[config.mk]
export PLATFORM = sky130hd
export DESIGN_NAME = watch_mode_ctrl_flat
export DESIGN_NICKNAME = d
export VERILOG_FILES = /design/src/rtl/watch_mode_ctrl_pkg.sv /design/src/rtl/watch_mode_ctrl_if.sv /design/src/rtl/watch_mode_ctrl_bcd_mod_counter.sv /design/src/rtl/watch_mode_ctrl.sv /design/src/flat_wrapper.sv
export SDC_FILE = /design/constraint.sdc
export NUM_CORES = 1
export LEC_CHECK = 0
export ABC_AREA = 1
export CAP_MARGIN = 30
export CORE_AREA = 8 8 79 67
export DETAILED_ROUTE_END_ITERATION = 16
export DIE_AREA = 0 0 87 75
export GPL_TIMING_DRIVEN = 0
export PLACE_DENSITY = 0.78
export SYNTH_ARGS = -nofsm -noshare
export SYNTH_HDL_FRONTEND = slang
export SYNTH_SLANG_ARGS = --single-unit
[constraint.sdc]
create_clock -name clk -period 2.8 [get_ports clk]
set_input_delay 0.56 -clock clk [delete_from_list [all_inputs] [get_ports clk]]
set_output_delay 0.56 -clock clk [all_outputs]
set_load 0.05 [all_outputs]
[src/rtl/watch_mode_ctrl_pkg.sv]
// Shared types and constants for the watch mode controller: state encoding,
// digit-enable masks and the BCD digit width.
package watch_pkg;

  localparam int DIGIT_W = 4;

  typedef enum logic [1:0] {
    RUN     = 2'b00,
    SET_SEC = 2'b01,
    SET_MIN = 2'b10
  } state_t;

  // Digit enable masks, bit3 = min10 ... bit0 = sec1
  localparam logic [3:0] DIGITS_ALL       = 4'b1111;
  localparam logic [3:0] DIGITS_SEC_BLANK = 4'b1100;
  localparam logic [3:0] DIGITS_MIN_BLANK = 4'b0011;

endpackage

[src/rtl/watch_mode_ctrl_if.sv]
// Strobe/button inputs and display outputs of the watch mode controller.
// The controller's current state is exposed on 'state' for observation.
// All inputs are 1-cycle pulses sampled on the rising clock edge; outputs
// are registered-state derived and change only after a clock edge.
interface watch_mode_ctrl_if;
  logic        tick_sec;
  logic        tick_msec;
  logic        btn_mode_pe;
  logic        btn_up_pe;
  logic        btn_down_pe;
  logic [15:0] value;
  logic [3:0]  digit_en;
  logic        set_mode;
  logic        hour_carry;
  logic [1:0]  state;

  modport master (
    output tick_sec, tick_msec, btn_mode_pe, btn_up_pe, btn_down_pe,
    input  value, digit_en, set_mode, hour_carry, state
  );

  modport slave (
    input  tick_sec, tick_msec, btn_mode_pe, btn_up_pe, btn_down_pe,
    output value, digit_en, set_mode, hour_carry, state
  );
endinterface

[src/rtl/watch_mode_ctrl_bcd_mod_counter.sv]
// Two-digit BCD modulo counter (0..MAX) with up/down steps. Increment past
// MAX wraps to 00 and, when carry_en is set, raises 'carry' in that cycle.
// Decrement below 00 wraps to MAX and never borrows.
module bcd_mod_counter
  import watch_pkg::*;
#(
  parameter int MAX = 59
) (
  input  logic               clk,
  input  logic               rst,
  input  logic               inc,
  input  logic               dec,
  input  logic               carry_en,
  output logic [DIGIT_W-1:0] tens,
  output logic [DIGIT_W-1:0] ones,
  output logic               carry
);

  localparam logic [DIGIT_W-1:0] MAX_T = DIGIT_W'(MAX / 10);
  localparam logic [DIGIT_W-1:0] MAX_O = DIGIT_W'(MAX % 10);

  logic at_max;
  logic at_zero;

  assign at_max  = (tens == MAX_T) && (ones == MAX_O);
  assign at_zero = (tens == '0) && (ones == '0);

  // Wrap-out pulse for chaining into the next field; simultaneous inc/dec cancels
  assign carry = inc & ~dec & carry_en & at_max;

  // BCD step: units roll 9->0 into tens on increment, 0->9 out of tens on decrement
  always_ff @(posedge clk) begin
    if (rst) begin
      tens <= '0;
      ones <= '0;
    end else if (inc && !dec) begin
      if (at_max) begin
        tens <= '0;
        ones <= '0;
      end else if (ones == DIGIT_W'(9)) begin
        tens <= tens + DIGIT_W'(1);
        ones <= '0;
      end else begin
        ones <= ones + DIGIT_W'(1);
      end
    end else if (dec && !inc) begin
      if (at_zero) begin
        tens <= MAX_T;
        ones <= MAX_O;
      end else if (ones == '0) begin
        tens <= tens - DIGIT_W'(1);
        ones <= DIGIT_W'(9);
      end else begin
        ones <= ones - DIGIT_W'(1);
      end
    end
  end

endmodule

[src/rtl/watch_mode_ctrl.sv]
// Mode and time-set controller for a 4-digit min:sec watch.
// RUN counts seconds from tick_sec; SET_SEC / SET_MIN edit one field with
// up/down buttons while the edited digit pair blinks.
// Optional macro WATCH_AUTO_EXIT_EN: returns to RUN after AUTO_EXIT_SEC idle
// seconds in a set mode.
module watch_mode_ctrl
  import watch_pkg::*;
#(
  parameter int MIN_MAX       = 59,
  parameter int BLINK_MS      = 500,
  parameter int AUTO_EXIT_SEC = 10
) (
  input  logic                clk,
  input  logic                reset_p,
  watch_mode_ctrl_if.slave    bus
);

  localparam int BLINK_W = (BLINK_MS > 1) ? $clog2(BLINK_MS) : 1;
  localparam logic [BLINK_W-1:0] BLINK_LAST = BLINK_W'(BLINK_MS - 1);

  state_t               state;
  state_t               next_state;
  logic                 run_mode;
  logic                 state_chg;
  logic                 auto_exit;
  logic                 edit_up;
  logic                 edit_down;
  logic                 sec_inc, sec_dec, min_inc, min_dec;
  logic                 sec_carry, min_carry;
  logic [DIGIT_W-1:0]   sec_t, sec_o, min_t, min_o;
  logic [BLINK_W-1:0]   blink_cnt;
  logic                 blink_phase;
  logic                 hour_carry_q;

  assign run_mode  = (state == RUN);
  assign state_chg = (next_state != state);

  // An edit is accepted only alone: mode press or auto-exit discards it,
  // and up+down together cancel out.
  assign edit_up   = bus.btn_up_pe & ~bus.btn_down_pe & ~bus.btn_mode_pe & ~auto_exit;
  assign edit_down = bus.btn_down_pe & ~bus.btn_up_pe & ~bus.btn_mode_pe & ~auto_exit;

  assign sec_inc = run_mode ? bus.tick_sec : ((state == SET_SEC) & edit_up);
  assign sec_dec = (state == SET_SEC) & edit_down;
  assign min_inc = run_mode ? sec_carry : ((state == SET_MIN) & edit_up);
  assign min_dec = (state == SET_MIN) & edit_down;

  bcd_mod_counter #(.MAX(59)) u_sec (
    .clk      (clk),
    .rst      (reset_p),
    .inc      (sec_inc),
    .dec      (sec_dec),
    .carry_en (run_mode),
    .tens     (sec_t),
    .ones     (sec_o),
    .carry    (sec_carry)
  );

  bcd_mod_counter #(.MAX(MIN_MAX)) u_min (
    .clk      (clk),
    .rst      (reset_p),
    .inc      (min_inc),
    .dec      (min_dec),
    .carry_en (run_mode),
    .tens     (min_t),
    .ones     (min_o),
    .carry    (min_carry)
  );

`ifdef WATCH_AUTO_EXIT_EN
  localparam int IDLE_W = $clog2(AUTO_EXIT_SEC + 1);
  localparam logic [IDLE_W-1:0] IDLE_LAST = IDLE_W'(AUTO_EXIT_SEC);

  logic [IDLE_W-1:0] idle_cnt;
  logic              any_btn;

  assign any_btn   = bus.btn_mode_pe | bus.btn_up_pe | bus.btn_down_pe;
  assign auto_exit = ~run_mode & (idle_cnt == IDLE_LAST);

  // Idle seconds in a set mode; any button or state change restarts the count
  always_ff @(posedge clk) begin
    if (reset_p || state_chg || any_btn || run_mode) begin
      idle_cnt <= '0;
    end else if (bus.tick_sec && (idle_cnt != IDLE_LAST)) begin
      idle_cnt <= idle_cnt + IDLE_W'(1);
    end
  end
`else
  // Feature compiled out: the comparison folds to a constant zero
  assign auto_exit = (AUTO_EXIT_SEC < 0);
`endif

  // State register
  always_ff @(posedge clk) begin
    if (reset_p) begin
      state <= RUN;
    end else begin
      state <= next_state;
    end
  end

  // Next state: mode button cycles RUN->SET_SEC->SET_MIN->RUN; auto-exit wins
  always_comb begin
    next_state = state;
    case (state)
      RUN:     if (bus.btn_mode_pe) next_state = SET_SEC;
      SET_SEC: if (bus.btn_mode_pe) next_state = SET_MIN;
      SET_MIN: if (bus.btn_mode_pe) next_state = RUN;
      default: next_state = RUN;
    endcase
    if (auto_exit) begin
      next_state = RUN;
    end
  end

  // Blink timer: restart on state change or accepted edit so the field shows at once
  always_ff @(posedge clk) begin
    if (reset_p || state_chg || edit_up || edit_down || run_mode) begin
      blink_cnt   <= '0;
      blink_phase <= 1'b0;
    end else if (bus.tick_msec) begin
      if (blink_cnt == BLINK_LAST) begin
        blink_cnt   <= '0;
        blink_phase <= ~blink_phase;
      end else begin
        blink_cnt <= blink_cnt + BLINK_W'(1);
      end
    end
  end

  // Hour carry registered so it lines up with the displayed 00:00
  always_ff @(posedge clk) begin
    if (reset_p) begin
      hour_carry_q <= 1'b0;
    end else begin
      hour_carry_q <= min_carry;
    end
  end

  // Outputs derived from registered state only
  always_comb begin
    bus.value      = {min_t, min_o, sec_t, sec_o};
    bus.set_mode   = ~run_mode;
    bus.hour_carry = hour_carry_q;
    bus.state      = state;
    bus.digit_en   = DIGITS_ALL;
    if (blink_phase) begin
      if (state == SET_SEC)      bus.digit_en = DIGITS_SEC_BLANK;
      else if (state == SET_MIN) bus.digit_en = DIGITS_MIN_BLANK;
    end
  end

endmodule

[src/flat_wrapper.sv]
// flat-port wrapper written by rule: the top's interface ports become plain ports
module watch_mode_ctrl_flat import watch_pkg::*;
#(
  parameter int MIN_MAX       = 59,
  parameter int BLINK_MS      = 500,
  parameter int AUTO_EXIT_SEC = 10
)
  (clk, reset_p, bus_tick_sec, bus_tick_msec, bus_btn_mode_pe, bus_btn_up_pe, bus_btn_down_pe, bus_value, bus_digit_en, bus_set_mode, bus_hour_carry, bus_state);
  watch_mode_ctrl_if bus_i ();
  input  logic clk;
  input  logic reset_p;
  input wire logic [$bits(bus_i.tick_sec)-1:0] bus_tick_sec;
  input wire logic [$bits(bus_i.tick_msec)-1:0] bus_tick_msec;
  input wire logic [$bits(bus_i.btn_mode_pe)-1:0] bus_btn_mode_pe;
  input wire logic [$bits(bus_i.btn_up_pe)-1:0] bus_btn_up_pe;
  input wire logic [$bits(bus_i.btn_down_pe)-1:0] bus_btn_down_pe;
  output wire logic [$bits(bus_i.value)-1:0] bus_value;
  output wire logic [$bits(bus_i.digit_en)-1:0] bus_digit_en;
  output wire logic [$bits(bus_i.set_mode)-1:0] bus_set_mode;
  output wire logic [$bits(bus_i.hour_carry)-1:0] bus_hour_carry;
  output wire logic [$bits(bus_i.state)-1:0] bus_state;
  assign bus_i.tick_sec = bus_tick_sec;
  assign bus_i.tick_msec = bus_tick_msec;
  assign bus_i.btn_mode_pe = bus_btn_mode_pe;
  assign bus_i.btn_up_pe = bus_btn_up_pe;
  assign bus_i.btn_down_pe = bus_btn_down_pe;
  assign bus_value = bus_i.value;
  assign bus_digit_en = bus_i.digit_en;
  assign bus_set_mode = bus_i.set_mode;
  assign bus_hour_carry = bus_i.hour_carry;
  assign bus_state = bus_i.state;
  watch_mode_ctrl #(.MIN_MAX(MIN_MAX), .BLINK_MS(BLINK_MS), .AUTO_EXIT_SEC(AUTO_EXIT_SEC)) u_core (.clk(clk), .reset_p(reset_p), .bus(bus_i));
endmodule
==> flow_metrics.tcl, run 1 <==
set metrics [dict create \
    route.met3.wl_um 278 \
    fin_setup_tns_ns 0 \
    synth.area.mux_share_pct 0 \
    endpoint_kind "flip-flop" \
    pre_cts_ws_ns -0.581 \
    grtUsageTotal_pct 15.6 \
    critPathMaxStageDelay_ns 0.43 \
    required_ns 2.98 \
    slew_violations 0 \
    fin_skew_ns 0.0102 \
    total_leakage_power_nw 1.19 \
    grt_pass1_wl_um 8200 \
    postRouteAntennaNets 0 \
    highest_layer "met4" \
    routed_wl_um 4750 \
    crit_top_cell "nand2_1" \
    crit_chain "clkdlybuf4s50_1 -> inv_1 -> nand2_1 -> nor2_2 -> nand2_1 -> nand2_2 -> ha_4 -> inv_2 -> nor3_2 -> nand3_1 -> nand2_1 -> ha_4 -> inv_4 -> nand2_2 -> nand2_1 -> nor2_2 -> nand2_1 -> nor2_1 -> nor2_1" \
    grt-ovfl-total 0 \
    final_util_pct 64.8 \
    yosys.area.top_type "dfxtp_1" \
    synthDistinctLibCells 30 \
    synthCells 336 \
    wl_per_cell_um 11.1 \
    syn_nets 356 \
    max_freq_mhz 381 \
    finalSetupViolCount 0 \
    path_max_fanout 10 \
    cp-start-kind "primary input" \
    ys_seq_area_share_pct 27.6 \
    drive_above_1_share_pct 12.3 \
    drv_cap 0 \
    rrSetupSlack_ns 0.40 \
    drc 0 \
    synth_flop_cell "dfxtp_1" \
    routed_via_density 4.89 \
    drt_pass1_iterations 4 \
    die_w_um 87 \
    yosysMostFrequentCell "nand2_1" \
    syn_area_um2 2100 \
    finalCriticalPeriod_ns 2.62 \
    clkTransAtPathRegs_ns 0.06 \
    slew_headroom_pct 65.9 \
    hold_path.class "flip-flop to flip-flop" \
    finalPower_mw 1.24 \
    critPathKind "primary input to flip-flop" \
    die_area_um2 6530 \
    synth_top_family_by_area "simple AND/OR/NAND/NOR gates" \
    grt_pass1_vias 1948 \
    row_count 21 \
    cts_buffers 5 \
    synthAdderAreaFrac_pct 7.73 \
    grt_max_degree 11 \
    io_pins 31 \
    cts_tree "done" \
    core_um2 4020 \
    synth_compound_area_share_pct 8.33 \
    met1_length_um 2300 \
    vdd_drop_max_uv 366 \
    hold_viol 0 \
    synthTopCellsByCount "85 x nand2_1, 50 x inv_1, 42 x nor2_1" \
    dp_cells 422 \
    hpwlAfterDp_um 3580 \
    worstMarginPinSlew_ns 0.510 \
    period_share_pct 93.6 \
    clock_path_buffers 2 \
    synthXorXnorAreaFrac_pct 3.33 \
    initial_core_util_pct 52.3 \
    die_h_um 75 \
    num_vias 2104 \
    finalNonFillerCells 430 \
    cts_max_level 2 \
    yosysWarningCount 0 \
    synth_enable_flop_cells 0 \
    dr_wl_met2_um 2120 \
    insertion_delay_ns 0.29 \
    power_density_nw_per_um2 477 \
    worstPathArrival_ns 2.80 \
    avgSynthCellArea_um2 6.26 \
    ys_ff_latch 29 \
    antenna_cells 0 \
    yosys-top-cells-area "dfxtp_1 28%, nand2_1 15%, inv_1 8.9%" \
    cts_sinks 29 \
    crit_slowest_cell "clkdlybuf4s50_1" \
    synth-async-reset-ratio_pct 0 \
    ctsRootBufferMaster "clkbuf_8" \
    cts-hold-fix-buffers 0 \
    outcome "complete, no violations" \
    synth-simple-area-share_pct 41.6 \
    io_buffers 29 \
    layout.nets 392 \
    synth_top_area_share_pct 27.6 \
    num-fill-cells 390 \
    setup_ws_ns 0.178 \
    antenna_found_initial 0 \
    globalplace.congestion 0.870 \
    area_delta_synth_final_pct 23.9 \
    drt_iter0_markers 138 \
]
-- worst max-delay path, delay by kind of cell --
family | cells | cell delay [ns]
AND/OR/NAND/NOR | 13 | 1.22
buffers and inverters | 4 | 0.64
adder cells (fa/ha/maj) | 2 | 0.36
-- per-layer routing --
layer,up-vias,global-route usage [%]
met5,-,0
met4,0,5.14
met3,5,5.13
met2,44,25.6
met1,927,18.9
li1,1128,-
-- where the power goes --
part / internal, mW / leakage (nW) / switching (mW) / total (mW)
sequential: 0.435 / 0.236 / 0.0336 / 0.468
clock: 0.222 / 0.0542 / 0.163 / 0.385
combinational: 0.133 / 0.901 / 0.256 / 0.390
total: 0.790 / 1.19 / 0.453 / 1.24
-- placed cells by master (no fill, tap or decap), drive strengths merged --
master	netlist	final
clkdlybuf4s50	0	28
nand3	38	38
nor4	1	1
a211oi	1	1
nor2	52	52
xnor2	4	4
xor2	4	4
dfxtp	29	29
a21oi	13	13
buf	4	4
o211ai	2	2
clkinv	0	1
ha	13	13
nand2	90	90
nor3	4	4
inv	55	55
and2	1	1
dlygate4sd2	0	1
clkbuf	2	9
o21ai	16	16
nand4	6	6
nand3b	1	1
-- cell type report --
cell class | count | area [um2] | area share (%)
plain buffers | 6 | 33.8 | 1.30
clock buffers | 7 | 96.3 | 3.70
clock inverters | 1 | 5.00 | 0.192
inverters | 55 | 211 | 8.12
multi-input cells | 246 | 1320 | 50.6
flip-flops and latches | 29 | 581 | 22.3
well taps | 57 | 71.3 | 2.74
repair buffers | 29 | 289 | 11.1
-- sequential cells by signal, indices dropped and copies added (netlist names) --
| name | count |
|---|---|
| u_core.bus.state | 2 |
| u_core.u_sec.tens | 4 |
| u_core.blink_phase | 1 |
| u_core.u_sec.ones | 4 |
| u_core.bus.hour_carry | 1 |
| u_core.u_min.tens | 4 |
| u_core.u_min.ones | 4 |
| u_core.blink_cnt | 9 |
-- metrics by stage --
step | hold WS (ns) | area, um2
final | 0.463 | 2610
after global routing | 0.488 | 2610
after CTS | 0.467 | 2570
after detailed placement | 0.459 | 2460
after global placement | 0.439 | 2460
after floorplan | 0.432 | 2100
-- repair_timing --
| action | CTS | global route |
|---|---|---|
| hold endpoints to repair | 0 | 0 |
| endpoints found under the setup margin | 9 | 7 |
| setup buffers | 0 | 0 |
| cloned | 0 | 0 |
| pin swaps | 0 | 3 |
| resized for setup | 6 | 6 |
-- cells by family (layout without fill, tap and decap cells) --
kind of cell | after synthesis | in the layout
AND/OR/NAND/NOR | 193 | 193
buffers and inverters | 61 | 98
AO/OA/AOI/OAI | 32 | 32
flip-flops | 29 | 29
adder cells (fa/ha/maj) | 13 | 13
XOR/XNOR | 8 | 8
-- worst paths after layout --
path	startpoint	to	cells after the start
worst max-delay path	bus_btn_down_pe	u_core.u_min.tens[0]$_SDFFE_PP0P_	19
worst min-delay path	u_core.blink_cnt[5]$_SDFFE_PP0P_	u_core.blink_cnt[5]$_SDFFE_PP0P_	2
worst max register to register	u_core.bus.state[0]$_SDFF_PP0_	u_core.u_min.tens[0]$_SDFFE_PP0P_	17
worst min register to register	u_core.blink_cnt[5]$_SDFFE_PP0P_	u_core.blink_cnt[5]$_SDFFE_PP0P_	2
(Power assumes the default switching activity.)
==> run 2: changes to the inputs <==
- DONT_BUFFER_PORTS: default -> 1
- PLACE_DENSITY: 0.78 -> 0.68
- SKIP_LAST_GASP: default -> 1
==> run 2 against run 1 <==
Net effect: utilization is 7.5 points lower; via count decreased by 6.1%; sequential power grew 17%; sequential share of layout area is 3.2 points higher; global-route usage is 0.41 points lower; critical path depth is 2 lower; non-clock buffer count decreased by 29; combinational power fell by 34%; critical path type is now flip-flop to flip-flop; largest power group unchanged; highest routed layer unchanged.
==> flow_metrics.tcl, run 2 (synthesis results as in run 1) <==
set metrics [dict create \
    grtUsageTotal_pct 15.2 \
    clkTransAtPathRegs_ns 0.07 \
    endpoint_kind "flip-flop" \
    insertion_delay_ns 0.29 \
    cp-start-kind "flip-flop" \
    area_delta_synth_final_pct 9.46 \
    slew_violations 0 \
    finalCriticalPeriod_ns 2.52 \
    slew_headroom_pct 52.6 \
    grt_pass1_vias 1824 \
    ctsRootBufferMaster "clkbuf_8" \
    reg2reg_to "u_core.u_min.tens[0]$_SDFFE_PP0P_" \
    hpwlAfterDp_um 3570 \
    die_w_um 87 \
    reg2reg_depth 17 \
    fin_setup_tns_ns 0 \
    rrSetupSlack_ns 0.28 \
    cts_sinks 29 \
    hold_viol 0 \
    antenna_found_initial 0 \
    initial_core_util_pct 52.3 \
    postRouteAntennaNets 0 \
    core_um2 4020 \
    io_buffers 0 \
    outcome "complete, no violations" \
    num_vias 1975 \
    min_to "u_core.bus.state[0]$_SDFF_PP0_" \
    finalSetupViolCount 0 \
    holdPathStages 1 \
    path_max_fanout 10 \
    critPathKind "flip-flop to flip-flop" \
    drv_cap 0 \
    largest_reg_flops 9 \
    final_util_pct 57.3 \
    fin_skew_ns 0.00672 \
    io_pins 31 \
    required_ns 2.99 \
    dr_wl_met2_um 2060 \
    power_density_nw_per_um2 511 \
    cts_max_level 2 \
    route.met3.wl_um 327 \
    grt_pass1_wl_um 7960 \
    routed_via_density 4.93 \
    row_count 21 \
    max_flop_register "u_core.blink_cnt" \
    highest_layer "met4" \
    cts_buffers 5 \
    grt_max_degree 11 \
    drc 0 \
    die_h_um 75 \
    cts-hold-fix-buffers 0 \
    cts_tree "done" \
    drive_above_1_share_pct 13.7 \
    hold_start "bus_btn_mode_pe" \
    cts_resized 6 \
    antenna_cells 0 \
    worstPathArrival_ns 2.71 \
    wl_per_cell_um 11.6 \
    total_leakage_power_nw 1.08 \
    clock_path_buffers 2 \
    met1_length_um 2200 \
    post_cts.repair.setup_buffers 0 \
    die_area_um2 6530 \
    globalplace.congestion 0.824 \
    period_share_pct 90.0 \
    grt-ovfl-total 0 \
    vdd_drop_max_uv 301 \
    hold_path.class "primary input to flip-flop" \
    drt_iter0_markers 109 \
    max_freq_mhz 397 \
    layout.nets 363 \
    final_cell_mix "85 x nand2_1, 48 x inv_1, 42 x nor2_1" \
    routed_wl_um 4650 \
    rsz0062_at_grt "false" \
    final_common_cell "nand2_1" \
    r2r_start "u_core.bus.state[0]$_SDFF_PP0_" \
    drt_pass1_iterations 4 \
    worstMarginPinSlew_ns 0.709 \
]
run 2: cell count changes in the layout (fill, tap and decap cells not counted), sizes merged:
cell	change
clkdlybuf4s50	-28
dlygate4sd2	-1
clkinv	+1
clkbuf	-1
run 2: layout make-up:
cell class              instances  area, um2
fillers                       393       1720
multi-input cells             246       1310
well taps                      57       71.3
plain buffers                   6       33.8
clock inverters                 2       13.8
inverters                      55        206
flip-flops and latches         29        587
clock buffers                   6       82.6
run 2: per-stage QoR:
step,total power [mW],hold WS [ns],instances,setup slack [ns],cell area [um2]
after floorplan,0.756,0.432,336,0.0810,2100
after global placement,0.804,0.439,393,-0.395,2170
after detailed placement,0.808,0.445,393,-0.445,2170
after CTS,1.18,0.350,401,0.0450,2280
after global routing,1.25,0.347,401,0.0301,2300
final,1.18,0.354,401,0.279,2300
run 2: worst max-delay path by stage:
stage	startpoint	end	slack [ns]	cells after the start
floorplan	u_core.bus.state[0]$_SDFF_PP0_	u_core.u_min.tens[3]$_SDFFE_PP0P_	0.08	17
global placement	u_core.bus.state[0]$_SDFF_PP0_	u_core.u_min.tens[0]$_SDFFE_PP0P_	-0.39	17
detailed placement	u_core.bus.state[0]$_SDFF_PP0_	u_core.u_min.tens[0]$_SDFFE_PP0P_	-0.45	17
CTS	u_core.bus.state[0]$_SDFF_PP0_	u_core.u_min.tens[0]$_SDFFE_PP0P_	0.04	17
global route	u_core.bus.state[0]$_SDFF_PP0_	u_core.u_min.tens[3]$_SDFFE_PP0P_	0.03	17
finish	u_core.bus.state[0]$_SDFF_PP0_	u_core.u_min.tens[0]$_SDFFE_PP0P_	0.28	17
run 2: where the power goes:
part / total, mW / leakage, nW / switching, mW / internal [mW]
combinational: 0.257 / 0.792 / 0.168 / 0.0888
sequential: 0.548 / 0.237 / 0.113 / 0.435
clock: 0.370 / 0.0512 / 0.172 / 0.199
total: 1.18 / 1.08 / 0.453 / 0.723
run 2: critical path, cell delays in order, from the launching register on:
cell and delay (ns):
dfxtp_4 0.47, inv_2 0.09, nor2_4 0.15, nand2_1 0.07, nand2_1 0.06, ha_2 0.23
inv_2 0.10, nor3_2 0.22, nand3_1 0.09, nand2_1 0.12, ha_4 0.19, inv_2 0.11
nand2_2 0.10, nand2_1 0.06, nor2_2 0.14, nand2_1 0.08, nor2_1 0.09, nor2_1 0.05
run 2: per-layer routing:
metal | track usage [%] | up-vias
met5 | 0 | -
met1 | 18.4 | 865
met4 | 5.52 | 0
li1 | - | 1067
met3 | 5.45 | 7
met2 | 24.3 | 36
